===== src/rtl/mem_dump_unit.sv =====
// Streams every data-memory word (addresses 0 .. 2**W-1) to a UART byte transmitter, most-significant byte first.
// Optional `MEM_DUMP_ADDR_EN: precede each word with a header byte holding its address (W <= 8).
`timescale 1ns/1ps
module mem_dump_unit #(
    parameter int B = 32,
    parameter int W = 5
) (
    input  logic         i_clk,
    input  logic         i_reset,
    input  logic         i_start,
    input  logic [B-1:0] i_debug_mem,
    input  logic         i_tx_done,
    output logic [W-1:0] o_debug_addr,
    output logic [7:0]   o_tx_data,
    output logic         o_tx_start,
    output logic         o_busy,
    output logic         o_done
);

`ifdef MEM_DUMP_ADDR_EN
    localparam int HDR = 1;
`else
    localparam int HDR = 0;
`endif
    localparam int NB = B / 8 + HDR;
    localparam int BW = $clog2(NB + 1);
    localparam logic [BW-1:0] LAST_BYTE = BW'(NB - 1);
    localparam logic [W-1:0]  LAST_ADDR = {W{1'b1}};

    typedef enum logic [2:0] {
        S_IDLE,
        S_LOAD,
        S_SEND,
        S_WAIT,
        S_NEXT,
        S_DONE
    } state_t;

    state_t         state_q;
    logic [W-1:0]   addr_q;
    logic [W-1:0]   addr_d;
    logic [BW-1:0]  byte_q;
    logic [BW-1:0]  byte_d;
    logic [B-1:0]   shift_q;
    logic [7:0]     tx_data_q;
    logic           tx_start_q;
    logic           busy_q;
    logic           done_q;

    assign addr_d = addr_q + W'(1);
    assign byte_d = byte_q + BW'(1);

    // shift_q always holds the not-yet-sent bytes left-aligned, so the next byte is its top byte
    always_ff @(posedge i_clk) begin
        if (i_reset) begin
            state_q    <= S_IDLE;
            addr_q     <= '0;
            byte_q     <= '0;
            shift_q    <= '0;
            tx_data_q  <= '0;
            tx_start_q <= 1'b0;
            busy_q     <= 1'b0;
            done_q     <= 1'b0;
        end else begin
            case (state_q)
                S_IDLE: begin
                    if (i_start) begin
                        addr_q  <= '0;
                        byte_q  <= '0;
                        busy_q  <= 1'b1;
                        state_q <= S_LOAD;
                    end
                end
                S_LOAD: begin
`ifdef MEM_DUMP_ADDR_EN
                    tx_data_q <= 8'(addr_q);
                    shift_q   <= i_debug_mem;
`else
                    tx_data_q <= i_debug_mem[B-1 -: 8];
                    shift_q   <= i_debug_mem << 8;
`endif
                    byte_q     <= '0;
                    tx_start_q <= 1'b1;
                    state_q    <= S_SEND;
                end
                S_SEND: begin
                    tx_start_q <= 1'b0;
                    state_q    <= S_WAIT;
                end
                S_WAIT: begin
                    if (i_tx_done) begin
                        if (byte_q == LAST_BYTE) begin
                            state_q <= S_NEXT;
                        end else begin
                            byte_q     <= byte_d;
                            tx_data_q  <= shift_q[B-1 -: 8];
                            shift_q    <= shift_q << 8;
                            tx_start_q <= 1'b1;
                            state_q    <= S_SEND;
                        end
                    end
                end
                S_NEXT: begin
                    if (addr_q == LAST_ADDR) begin
                        done_q  <= 1'b1;
                        state_q <= S_DONE;
                    end else begin
                        addr_q  <= addr_d;
                        state_q <= S_LOAD;
                    end
                end
                S_DONE: begin
                    done_q  <= 1'b0;
                    busy_q  <= 1'b0;
                    addr_q  <= '0;
                    state_q <= S_IDLE;
                end
                default: begin
                    state_q <= S_IDLE;
                end
            endcase
        end
    end

    assign o_debug_addr = addr_q;
    assign o_tx_data    = tx_data_q;
    assign o_tx_start   = tx_start_q;
    assign o_busy       = busy_q;
    assign o_done       = done_q;

endmodule

===== config.mk =====
export PLATFORM = sky130hd
export DESIGN_NAME = mem_dump_unit
export DESIGN_NICKNAME = d
export VERILOG_FILES = /design/src/rtl/mem_dump_unit.sv
export SDC_FILE = /design/constraint.sdc
export NUM_CORES = 1
export LEC_CHECK = 0
export CAP_MARGIN = 0
export CORE_ASPECT_RATIO = 0.75
export CORE_MARGIN = 2
export CORE_UTILIZATION = 45
export CTS_BUF_LIST = sky130_fd_sc_hd__clkbuf_16
export CTS_CLUSTER_DIAMETER = 150
export DETAILED_ROUTE_END_ITERATION = 6
export PLACE_DENSITY = 0.81
export SYNTH_ARGS = -nofsm -noshare
export SYNTH_HDL_FRONTEND = slang
export SYNTH_SLANG_ARGS = --single-unit

===== constraint.sdc =====
create_clock -name i_clk -period 3.46 [get_ports i_clk]
set_input_delay 1.038 -clock i_clk [delete_from_list [all_inputs] [get_ports i_clk]]
set_output_delay 1.038 -clock i_clk [all_outputs]
set_load 0.005 [all_outputs]

==> results.json <==
{
  "grt_antenna_before_repair": 0,
  "die_w_um": 82.1,
  "post_cts_resize_count": 0,
  "crit_end": "shift_q[22]",
  "synth_area_leaders": "dfxtp_1 (45%), a21oi_1 (10%), a211oi_1 (9.5%), nor2_1 (7.3%), nand2_1 (5.3%)",
  "critPathCaptureType": "register",
  "outcome": "finished, final reports clean",
  "grt_pass1_wl_mm": 7.96,
  "clk_pin_slew_ns": 0.06,
  "drv_slew": 0,
  "htree_levels": 2,
  "dp_hpwl_mm": 3.26,
  "ys_seq_elements": 46,
  "cts-root-buf": "clkbuf_16",
  "rr_worst_depth": 5,
  "async_reset_ff_share_pct": 0,
  "wire_per_inst_um": 13.6,
  "fin_skew_ns": 0.00706,
  "grt_pass1_vias": 1825,
  "crit_start": "i_tx_done",
  "synth_edf_count": 0,
  "startpoint_type": "input pin",
  "vdd_drop_max_uv": 252,
  "drtPass1Iterations": 4,
  "seq_area_sq_um": 921,
  "fmax_ghz": 0.422,
  "fin_crit_sh_pct": 68.5,
  "synth_top_area_share_pct": 44.7,
  "fin_util_pct": 62.0,
  "rsz0062_at_grt": "false",
  "gp_congestion": 0.814,
  "cp.arrival_ns": 2.57,
  "reg2reg_from": "state_q[0]",
  "setup_violations": 0,
  "worst_slew_pin_slew_ns": 1.03,
  "max-cap-violations": 0,
  "ys_warn_count": 0,
  "postCtsSetupBuffers": 0,
  "critPathRequiredTime_ns": 3.66,
  "initial_utilization_pct": 46.4,
  "r2r_slack_ns": 1.24,
  "core_sq_um": 4440,
  "synth_top_area_cell": "dfxtp_1",
  "portBuffers": 51,
  "worstSkewPairLatency_ns": 0.29,
  "drive_gt1_share_pct": 4.67,
  "yosys.cell_types.count": 38,
  "holdCritPathClass": "reg2reg",
  "leakagePower_nw": 1.11,
  "cts.sinks": 46,
  "cts_buffer_depth": 2,
  "syn-cell-area_sq_um": 2060,
  "rr_endpoint": "state_q[2]",
  "total_power_mw": 1.36,
  "area_growth_pct": 33.7,
  "vias_per_cell": 5.40,
  "die_area_sq_um": 5140,
  "nFillCells": 405,
  "fin_crit_ns": 2.37,
  "synthCells": 258,
  "seq_area_frac_synth_pct": 44.7,
  "numCtsBuffers": 5,
  "antenna_cells": 0,
  "ios": 52,
  "die_h_um": 62.6,
  "dr_total_vias": 1927,
  "crit_type": "in2reg",
  "grt_usage_pct": 20.0,
  "fin_nets": 340,
  "relSlewSlack_pct": 31.4,
  "powerDensity_nw_per_um2": 494,
  "cts_tree": "yes",
  "synth_flop_cell": "dfxtp_1",
  "cts_hold_buf": 0,
  "routed_wl_mm": 4.87,
  "multi_input_area_sq_um": 1020,
  "fp-row-count": 21,
  "cp_max_fo": 24,
  "drc": 0,
  "grt_start_max_net_pins": 33,
  "overflow": 0,
  "dr.first_iter.drc_count": 147,
  "syn_nets": 298,
  "syn_avg_cell_area_sq_um": 7.98,
  "setup_tns_ns": 0,
  "hold_viol": 0,
  "ant_nets": 0
}
## stage by stage
stage / instances / hold slack, ns / area [sq um] / worst slack (ns)
after floorplan: 258 / 0.450 / 2060 / 1.48
after global placement: 350 / 0.460 / 2590 / 0.858
after detailed placement: 350 / 0.472 / 2590 / 0.817
after CTS: 357 / 0.480 / 2750 / 1.10
after global routing: 357 / 0.496 / 2750 / 0.919
final: 357 / 0.481 / 2750 / 1.09
## worst min-delay path by stage
stage	cells after the start	slack, ns	to	start
floorplan	2	0.45	byte_q[1]	byte_q[1]
global placement	2	0.46	byte_q[1]	byte_q[1]
detailed placement	2	0.47	byte_q[1]	byte_q[1]
CTS	2	0.48	byte_q[1]	byte_q[1]
global route	2	0.50	byte_q[1]	byte_q[1]
finish	2	0.48	byte_q[1]	byte_q[1]
## power breakdown
group          switching, mW  internal [mW]  leakage, nW  total, mW
clock network          0.191          0.334       0.0773      0.525
logic                  0.112          0.118        0.652      0.231
registers             0.0312          0.574        0.376      0.605
total                  0.334           1.03         1.11       1.36
## routing by layer
layer / vias up / GRT usage [%] / wire length [um]
met2: 53 / 30.5 / 2130
met1: 879 / 27.5 / 2370
li1: 989 / - / -
met3: 6 / 6.21 / 318
met5: - / 0 / 0
met4: 0 / 5.21 / 50
## cell usage after synthesis (3+ instances only)
| cell type | count |
|---|---|
| dfxtp_1 | 46 |
| a21oi_1 | 42 |
| nor2_1 | 40 |
| nand2_1 | 29 |
| a211oi_1 | 26 |
| buf_2 | 11 |
| and3_1 | 9 |
| clkbuf_1 | 9 |
| ha_1 | 4 |
| inv_1 | 4 |
| nand2b_1 | 3 |
| nor2b_1 | 3 |
| o21ai_1 | 3 |
## layout by cell type, fill, tap and decap left out, types with 5 or more instances in the layout
cell type	netlist	layout
a211oi_1	26	26
a21oi_1	42	42
and3_1	9	9
clkbuf_16	0	5
clkdlybuf4s50_1	0	51
dfxtp_1	46	46
nand2_1	29	29
nor2_1	40	40
## worst max-delay path, stage by stage
cell             delay [ns]
clkdlybuf4s50_1        0.54
nor2b_1                0.28
o21a_1                 0.15
buf_4                  0.25
nor2_1                 0.08
a211oi_1               0.22
## logic make-up after synthesis
logic type,count (synthesis),synth area share [%]
simple gates,101,22.9
compound gates,80,23.9
flops,46,44.7
buf+inv,26,5.59
fa+ha+maj,4,2.43
mux,1,0.486
## registers in the layout, indices dropped and copies added, names as in the netlist
signal / cells
o_tx_start: 1
o_done: 1
byte_q: 3
state_q: 3
o_busy: 1
o_debug_addr: 5
o_tx_data: 8
shift_q: 24
## cell type report
cell class,instances,share of cell area [%]
inverters,5,0.682
well taps,57,2.59
multi-input cells,186,37.1
clock buffers,5,4.55
flip-flops and latches,46,33.5
clock inverters,2,1.23
repair buffers,56,20.4
Note: power is estimated with default switching activity, not from simulation.
